--- config.mk ---
export PLATFORM = sky130hd
export DESIGN_NAME = serial_rx_fifo
export DESIGN_NICKNAME = d
export VERILOG_FILES = /design/src/rtl/serial_rx_fifo.sv
export SDC_FILE = /design/constraint.sdc
export NUM_CORES = 1
export LEC_CHECK = 0
export ABC_AREA = 0
export ABC_CLOCK_PERIOD_IN_PS = 3250
export CORE_MARGIN = 4
export CORE_UTILIZATION = 55
export DETAILED_ROUTE_END_ITERATION = 12
export PLACE_DENSITY = 0.73
export SLEW_MARGIN = 20
export SYNTH_ARGS = -nofsm -noshare
export SYNTH_HDL_FRONTEND = slang
export SYNTH_SLANG_ARGS = --single-unit
export TNS_END_PERCENT = 5
--- constraint.sdc ---
create_clock -name comm_clock -period 3.25 [get_ports comm_clock]
set_input_delay 0.325 -clock comm_clock [delete_from_list [all_inputs] [get_ports comm_clock]]
set_output_delay 0.325 -clock comm_clock [all_outputs]
set_load 0.02 [all_outputs]
--- src/rtl/serial_rx_fifo.sv ---
// serial_rx_fifo: asynchronous serial byte receiver feeding a first-word-fall-through
// byte FIFO with a valid/ready output stream and sticky framing/overrun flags.
// Optional feature macro: SERIAL_RX_PARITY_EN (8E1 frames, adds the parity_error output).
module serial_rx_fifo #(
  parameter int CLOCKS_PER_BIT = 104,
  parameter int FIFO_DEPTH     = 16
) (
  input  logic                        comm_clock,
  input  logic                        comm_reset,
  input  logic                        rx,
  output logic                        out_empty,
  input  logic                        out_ready,
  output logic                        out_valid,
  output logic [7:0]                  out_data,
  output logic [$clog2(FIFO_DEPTH):0] out_count,
  output logic                        framing_error,
`ifdef SERIAL_RX_PARITY_EN
  output logic                        parity_error,
`endif
  output logic                        overrun,
  input  logic                        err_clear
);

  localparam int AW    = $clog2(FIFO_DEPTH);
  localparam int CNT_W = AW + 1;
  localparam int CW    = $clog2(CLOCKS_PER_BIT);
  localparam logic [CW-1:0]    BIT_LAST  = CW'(CLOCKS_PER_BIT - 1);
  localparam logic [CW-1:0]    HALF_LAST = CW'(CLOCKS_PER_BIT / 2 - 1);
  localparam logic [CNT_W-1:0] DEPTH_CNT = CNT_W'(FIFO_DEPTH);

`ifdef SERIAL_RX_PARITY_EN
  typedef enum logic [2:0] {S_IDLE, S_START, S_DATA, S_PARITY, S_STOP} state_t;
`else
  typedef enum logic [2:0] {S_IDLE, S_START, S_DATA, S_STOP} state_t;
`endif

  // Input conditioning
  logic r_rx_meta, r_rx_sync, r_rx_prev;
  logic w_fall;

  // Receiver
  state_t        r_state, w_state_next;
  logic [CW-1:0] r_clk_cnt, w_clk_cnt_next;
  logic [2:0]    r_bit_idx, w_bit_idx_next;
  logic [7:0]    r_shift, w_shift_next;
  logic          w_push, w_frame_err;
`ifdef SERIAL_RX_PARITY_EN
  logic          r_par, w_par_next;
  logic          w_par_err;
  logic          r_parity_error;
`endif

  // FIFO
  logic [7:0]       r_mem [FIFO_DEPTH];
  logic [AW-1:0]    r_wr_ptr, r_rd_ptr;
  logic [CNT_W-1:0] r_count;
  logic             w_pop, w_full, w_wr_en, w_drop;

  // Sticky flags
  logic r_framing_error, r_overrun;

  // Two-flop synchronizer plus one delayed copy for falling-edge detection
  always_ff @(posedge comm_clock) begin
    if (comm_reset) begin
      r_rx_meta <= 1'b1;
      r_rx_sync <= 1'b1;
      r_rx_prev <= 1'b1;
    end else begin
      r_rx_meta <= rx;
      r_rx_sync <= r_rx_meta;
      r_rx_prev <= r_rx_sync;
    end
  end

  assign w_fall = r_rx_prev & ~r_rx_sync;

  // Receiver state and datapath registers
  always_ff @(posedge comm_clock) begin
    if (comm_reset) begin
      r_state   <= S_IDLE;
      r_clk_cnt <= '0;
      r_bit_idx <= '0;
      r_shift   <= '0;
`ifdef SERIAL_RX_PARITY_EN
      r_par     <= 1'b0;
`endif
    end else begin
      r_state   <= w_state_next;
      r_clk_cnt <= w_clk_cnt_next;
      r_bit_idx <= w_bit_idx_next;
      r_shift   <= w_shift_next;
`ifdef SERIAL_RX_PARITY_EN
      r_par     <= w_par_next;
`endif
    end
  end

  // Receiver next-state: mid-bit sampling, LSB-first shift, stop-bit push/error decision
  always_comb begin
    w_state_next   = r_state;
    w_clk_cnt_next = r_clk_cnt + 1'b1;
    w_bit_idx_next = r_bit_idx;
    w_shift_next   = r_shift;
    w_push         = 1'b0;
    w_frame_err    = 1'b0;
`ifdef SERIAL_RX_PARITY_EN
    w_par_next     = r_par;
    w_par_err      = 1'b0;
`endif
    case (r_state)
      S_IDLE: begin
        w_clk_cnt_next = '0;
        if (w_fall) w_state_next = S_START;
      end
      S_START: begin
        if (r_clk_cnt == HALF_LAST) begin
          w_clk_cnt_next = '0;
          w_bit_idx_next = '0;
          // A start bit that is already high again was a glitch
          w_state_next   = r_rx_sync ? S_IDLE : S_DATA;
        end
      end
      S_DATA: begin
        if (r_clk_cnt == BIT_LAST) begin
          w_clk_cnt_next = '0;
          w_shift_next   = {r_rx_sync, r_shift[7:1]};
          w_bit_idx_next = r_bit_idx + 1'b1;
          if (r_bit_idx == 3'd7) begin
`ifdef SERIAL_RX_PARITY_EN
            w_state_next = S_PARITY;
`else
            w_state_next = S_STOP;
`endif
          end
        end
      end
`ifdef SERIAL_RX_PARITY_EN
      S_PARITY: begin
        if (r_clk_cnt == BIT_LAST) begin
          w_clk_cnt_next = '0;
          w_par_next     = r_rx_sync;
          w_state_next   = S_STOP;
        end
      end
`endif
      S_STOP: begin
        if (r_clk_cnt == BIT_LAST) begin
          w_clk_cnt_next = '0;
          w_state_next   = S_IDLE;
          w_frame_err    = ~r_rx_sync;
`ifdef SERIAL_RX_PARITY_EN
          w_par_err      = ^{r_shift, r_par};
          w_push         = r_rx_sync & ~w_par_err;
`else
          w_push         = r_rx_sync;
`endif
        end
      end
      default: w_state_next = S_IDLE;
    endcase
  end

  // A pop needs a stored byte; a push into a full FIFO survives only if a pop frees a slot
  assign w_pop   = (r_count != '0) & out_ready;
  assign w_full  = (r_count == DEPTH_CNT);
  assign w_wr_en = w_push & (~w_full | w_pop);
  assign w_drop  = w_push & w_full & ~w_pop;

  // Byte storage; only written, never reset
  always_ff @(posedge comm_clock) begin
    if (w_wr_en && !comm_reset) r_mem[r_wr_ptr] <= r_shift;
  end

  // Pointers wrap naturally; count tracks occupancy 0..FIFO_DEPTH
  always_ff @(posedge comm_clock) begin
    if (comm_reset) begin
      r_wr_ptr <= '0;
      r_rd_ptr <= '0;
      r_count  <= '0;
    end else begin
      if (w_wr_en) r_wr_ptr <= r_wr_ptr + 1'b1;
      if (w_pop)   r_rd_ptr <= r_rd_ptr + 1'b1;
      case ({w_wr_en, w_pop})
        2'b10:   r_count <= r_count + 1'b1;
        2'b01:   r_count <= r_count - 1'b1;
        default: r_count <= r_count;
      endcase
    end
  end

  // Sticky error flags; a new event beats a simultaneous clear
  always_ff @(posedge comm_clock) begin
    if (comm_reset) begin
      r_framing_error <= 1'b0;
      r_overrun       <= 1'b0;
`ifdef SERIAL_RX_PARITY_EN
      r_parity_error  <= 1'b0;
`endif
    end else begin
      if (w_frame_err)    r_framing_error <= 1'b1;
      else if (err_clear) r_framing_error <= 1'b0;
      if (w_drop)         r_overrun <= 1'b1;
      else if (err_clear) r_overrun <= 1'b0;
`ifdef SERIAL_RX_PARITY_EN
      if (w_par_err)      r_parity_error <= 1'b1;
      else if (err_clear) r_parity_error <= 1'b0;
`endif
    end
  end

  assign out_empty     = (r_count == '0);
  assign out_valid     = ~out_empty;
  assign out_data      = out_valid ? r_mem[r_rd_ptr] : 8'h00;
  assign out_count     = r_count;
  assign framing_error = r_framing_error;
  assign overrun       = r_overrun;
`ifdef SERIAL_RX_PARITY_EN
  assign parity_error  = r_parity_error;
`endif

endmodule

* Word level (Yosys, flattened, before mapping) *
Memory sizes are Yosys's and may differ from the RTL's. A register that Yosys moved wholly into a read port is not among the register bits.
Index checks and enable logic that the tools add are counted.

operators by class
  reductions and logical operators = 13
  mux-type cells = 26
  $add $sub $neg = 6
  eq/ne operators = 14
  bitwise operators = 10

operators by type and width
  operator                                                               number
  3-bit 2-to-1 mux                                                       7
  7-bit one-hot mux with 3 select lines                                  1
  7-bit 2-to-1 mux                                                       2
  3-bit one-hot mux with 4 select lines                                  1
  2-bit != test, second input constant                                   5
  5-bit one-hot mux with 2 select lines                                  1
  1-bit 2-to-1 mux                                                       9
  4-bit by 1-bit adder with 4-bit output, second input constant          2
  4-bit 2-to-1 mux                                                       2
  8-bit 2-to-1 mux                                                       1
  2-bit nonzero test                                                     4
  7-bit by 1-bit adder with 7-bit output, second input constant          1
  7-bit by 6-bit equality test with 1-bit output, second input constant  1
  7-bit equality test, second input constant                             1
  3-bit by 2-bit equality test with 1-bit output, second input constant  2
  3-bit one-hot mux with 2 select lines                                  1
  5-bit by 1-bit adder with 5-bit output, second input constant          1
  1-bit AND                                                              5
  5-bit equality test, second input constant                             1
  5-bit logical NOT                                                      1
  5-bit AND reduction                                                    1
  5-bit nonzero test                                                     1
  5-bit by 1-bit subtractor with 5-bit output, second input constant     1
  1-bit NOT                                                              4
  other kinds (13)                                                       13

storage, ports and cells
  output and inout port bits = 17
  input bits = 5
  bits in writable memories = 128
  memories kept = 1
  bits in registers = 39
  word-level logic and storage cells = 82

memory list
  name   depth  bits a word  rd ports  clocked after memory_dff  wr ports  line  RTL
  r_mem  16     8            1         1                         1         54    logic [7:0] r_mem [FIFO_DEPTH];

* Depth between registers and ports, before layout *
  depth in word-level cells = 7
  gate-level depth with buffers = 11
  gate-level depth less buffers = 11

* Least setup slack after synthesis *
OpenSTA, ideal clock, no wires.

  path kind = register -> register
  start point = register r_count[0] (netlist: out_count[0])
  end point = register r_count[4] (netlist: out_count[4])
  clock period less this slack = 2.633 ns
  stages on the path, launching flop included = 10
  setup slack = 0.617 ns
  buffers on the path = 0
  setup time = 0.123 ns
  data required time = 3.127 ns
  data arrival time = 2.510 ns
  path through = dfxtp_1 > or4_1 > o21ai_1 > nor2_1 > ha_1 > nor2b_1 > o21a_1 > o2111ai_1 > o31a_1 > mux2_1

on the way
  word-level cells in the longest chain between the ends = 6
  elaborated cells on any way between the ends = 12
  those cells by class = 2 x add/sub; 3 x eq/ne; 1 x mux; 4 x bitwise; 2 x reduce/logical

ends and longest elaborated chain
  item                                                                                          line      RTL
  from (decl)                                                                                   56        logic [CNT_W-1:0] r_count;
  from (signal assigned)                                                                        184       2'b10: r_count <= r_count + 1'b1;
  from (signal assigned)                                                                        185       2'b01: r_count <= r_count - 1'b1;
  from (signal assigned)                                                                        186       default: r_count <= r_count;
  5-bit nonzero test / 5-bit equality test (equally long branches)                              164, 165
  1-bit AND / 1-bit NOT (equally long branches)                                                 164, 166
  1-bit OR                                                                                      166       assign w_wr_en = w_push & (~w_full | w_pop);
  1-bit AND                                                                                     166
  2-bit by 1-bit equality test with 1-bit output / 2-bit equality test (equally long branches)  183       case ({w_wr_en, w_pop})
  5-bit one-hot mux with 2 select lines / 2-bit nonzero test (equally long branches)            --

Parallel ways exist; a longest one is shown, timed or not.
A chain may end at the register's enable or synchronous reset.

==> results.json <==
{
  "grtUsageTotal": 0.195,
  "maxCapViolCount": 0,
  "flow.area_growth_from_synthesis_pct": 15.0,
  "syn_inst": 411,
  "cts_tree": "built",
  "gp_congestion": 0.794,
  "synth_area_um2": 6840,
  "rows": 40,
  "setup_viol": 0,
  "hold_path_depth": 1,
  "powerDensity_nw_per_um2": 719,
  "coreArea_um2": 12100,
  "cts_buffers": 17,
  "io_buffers": 21,
  "min_period_ns": 3.11,
  "start_util": 0.564,
  "cp-endpoint": "out_data[3]",
  "syn_avg_cell_area_um2": 16.6,
  "synth-seq-cells": 170,
  "first_pass_iters": 5,
  "via_per_inst": 5.67,
  "rsz0062_at_grt": "no",
  "grt_pass1_vias": 3677,
  "hold_path_class": "reg -> reg",
  "slew_violations": 0,
  "worstPathArrival_ns": 2.78,
  "p_leak_nw": 2.60,
  "power_frac_comb": 0.266,
  "finalCritPeriodShare": 0.956,
  "synth.distinct_cells": 46,
  "nFillCells": 869,
  "post_cts.repair.setup_buffers": 0,
  "ys_seq_area_frac": 0.685,
  "rr_worst_depth": 9,
  "fp.dieW_um": 119,
  "drc": 0,
  "drt_iter0_markers": 345,
  "cp_slowest_cell": "mux4_2",
  "ir_drop_mv": 0.450,
  "outcome": "finished clean",
  "root_buffer": "clkbuf_16",
  "nets": 471,
  "grt-ovfl-total": 0,
  "placed_area_um2": 7340,
  "finClkSkew_ns": 0.0100,
  "ys_warn_count": 0,
  "cts_buffer_depth": 2,
  "finalWirelength_um": 13000,
  "antenna_found_initial": 0,
  "die_h_um": 119,
  "fin_tns_setup_ns": 0,
  "crit_type": "reg -> out",
  "required_ns": 2.92,
  "ys.flop_type": "edfxtp_1",
  "clk_pin_slew_ns": 0.06,
  "start_kind": "register",
  "drive_gt1_frac": 0.208,
  "crit_chain": "buf_12 > mux4_2 > mux4_2 > and2_1 > clkdlybuf4s50_1",
  "io_pins": 22,
  "dp_cells": 602,
  "swShare": 0.274,
  "hpwl_um": 8020,
  "postCtsResizedCells": 0,
  "cts_sinks": 170,
  "final_common_cell": "edfxtp_1",
  "ant_nets": 0,
  "crit_top_cell": "mux4_2",
  "fin_util": 0.649,
  "insertion_delay_ns": 0.42,
  "fmax_ghz": 0.322,
  "internal_power_mw": 4.10,
  "grt_max_degree": 39,
  "synthArstFlopShare": 0,
  "r2r_slack_ns": 0.49,
  "dieArea_um2": 14300,
  "worstReg2RegEnd": "out_count[4]",
  "tightestPinTransition_ns": 0.686,
  "hold_viol": 0,
  "slowest_delay_ns": 0.54,
  "rr_startpoint": "out_count[0]",
  "p_switching_mw": 1.55,
  "syn_nets": 428,
  "clkPwrFrac": 0.307,
  "worst-path-max-fanout": 16,
  "postLayoutCellArea_um2": 7870,
  "slew_headroom": 0.541,
  "antenna_cells": 0,
  "final_cell_mix": "edfxtp_1, nor2_1, dfxtp_1",
  "dr_total_vias": 3601,
  "synth_edf_count": 128,
  "ctsHtreeMaxLevel": 4,
  "grt_pass1_wl_um": 20700,
  "wl_per_cell_um": 20.5,
  "seq_power_share": 0.428,
  "endpoint_kind": "output port",
  "stdcell_count": 635
}
==> per-layer routing <==
metal | global-route usage | up-vias | wire [um]
met1 | 0.268 | 1817 | 5540
met2 | 0.316 | 122 | 6610
met5 | 0 | - | 0
met4 | 0.0623 | 0 | 145
met3 | 0.0438 | 16 | 702
li1 | - | 1646 | -
==> worst max-delay path: cells and delay by family, from the launching register on <==
kind / cells / cell delay (ns)
buffers and inverters: 2 / 0.74
flip-flops: 1 / 0.39
AND/OR/NAND/NOR: 1 / 0.19
multiplexers: 2 / 1.04
==> power groups by stage <==
stage	logic, mW	registers, mW	clock network, mW
floorplan	1.01	2.47	0
global placement	1.47	2.45	0
detailed placement	1.49	2.46	0
CTS	1.50	2.41	1.76
global route	1.62	2.43	1.88
finish	1.50	2.42	1.73
==> through the flow <==
step           power (mW)  worst slack [ns]  hold WS (ns)
2_1_floorplan        3.49             0.617         0.389
3_3_place_gp         3.92             0.537         0.405
3_5_place_dp         3.95             0.506         0.394
4_1_cts              5.67            0.0543         0.408
5_1_grt              5.93            0.0423         0.437
6_report             5.65             0.144         0.408
==> what timing repair did <==
action / CTS / global route
hold buffers: 0 / 0
hold endpoints to repair: 0 / 0
endpoints found under the setup margin: 0 / 2
==> worst min-delay path by stage <==
| stage | startpoint | to |
|---|---|---|
| 6_report | r_rx_meta | r_rx_sync |
| 5_1_grt | r_rx_meta | r_rx_sync |
| 4_1_cts | r_rx_meta | r_rx_sync |
| 3_5_place_dp | r_rx_meta | r_rx_sync |
| 3_3_place_gp | r_rx_meta | r_rx_sync |
| 2_1_floorplan | r_rx_meta | r_rx_sync |
==> flip-flops by register name (all words and copies together) (netlist names), 2 cells and up, named ones only <==
signal and cells:
r_state 2, r_rd_ptr 4, r_shift 8, out_count 5, r_wr_ptr 4, r_bit_idx 3, r_clk_cnt 7, r_mem 128
==> final cells by class <==
class                           count  area [um^2]  area share
Clock buffer                       22          444      0.0565
Clock inverter                     10         53.8     0.00684
Inverter                           12         45.0     0.00573
Multi-Input combinational cell    211         2020       0.256
Sequential cell                   170         4690       0.596
Tap cell                          168          210      0.0267
Timing Repair Buffer               42          410      0.0522
==> Yosys cell counts (all sizes together) (2+ instances only) <==
library cell | count | share of area
buf | 12 | 0.011
edfxtp | 128 | 0.56
dfxtp | 42 | 0.12
xor2 | 6 | 0.0077
a22oi | 2 | 0.0022
nor2 | 55 | 0.030
inv | 12 | 0.0066
mux4 | 40 | 0.13
nor2b | 2 | 0.0018
ha | 11 | 0.020
xnor2 | 8 | 0.010
nor4 | 2 | 0.0049
mux2i | 13 | 0.020
nand4 | 2 | 0.0018
o21ai | 2 | 0.0015
or3 | 2 | 0.0018
clkbuf | 6 | 0.0033
or2 | 4 | 0.0037
a21oi | 10 | 0.0073
nand3 | 8 | 0.0059
and2 | 9 | 0.0082
a211oi | 3 | 0.0033
nand2 | 14 | 0.0077
nor3 | 2 | 0.0015
nand3b | 2 | 0.0040
==> cell families (layout without fill, tap and decap cells) <==
kind of cell               after synthesis  count (layout)  share of synthesized area
xor gates and xnor gates                14              14                     0.0179
adders and majority gates               12              12                     0.0231
buffers and inverters                   30              86                     0.0207
AOI/OAI and AO/OA                       23              23                     0.0212
muxes                                   54              54                      0.153
and+or+nand+nor                        108             108                     0.0789
DFF                                    170             170                      0.685
(Power assumes the default switching activity.)
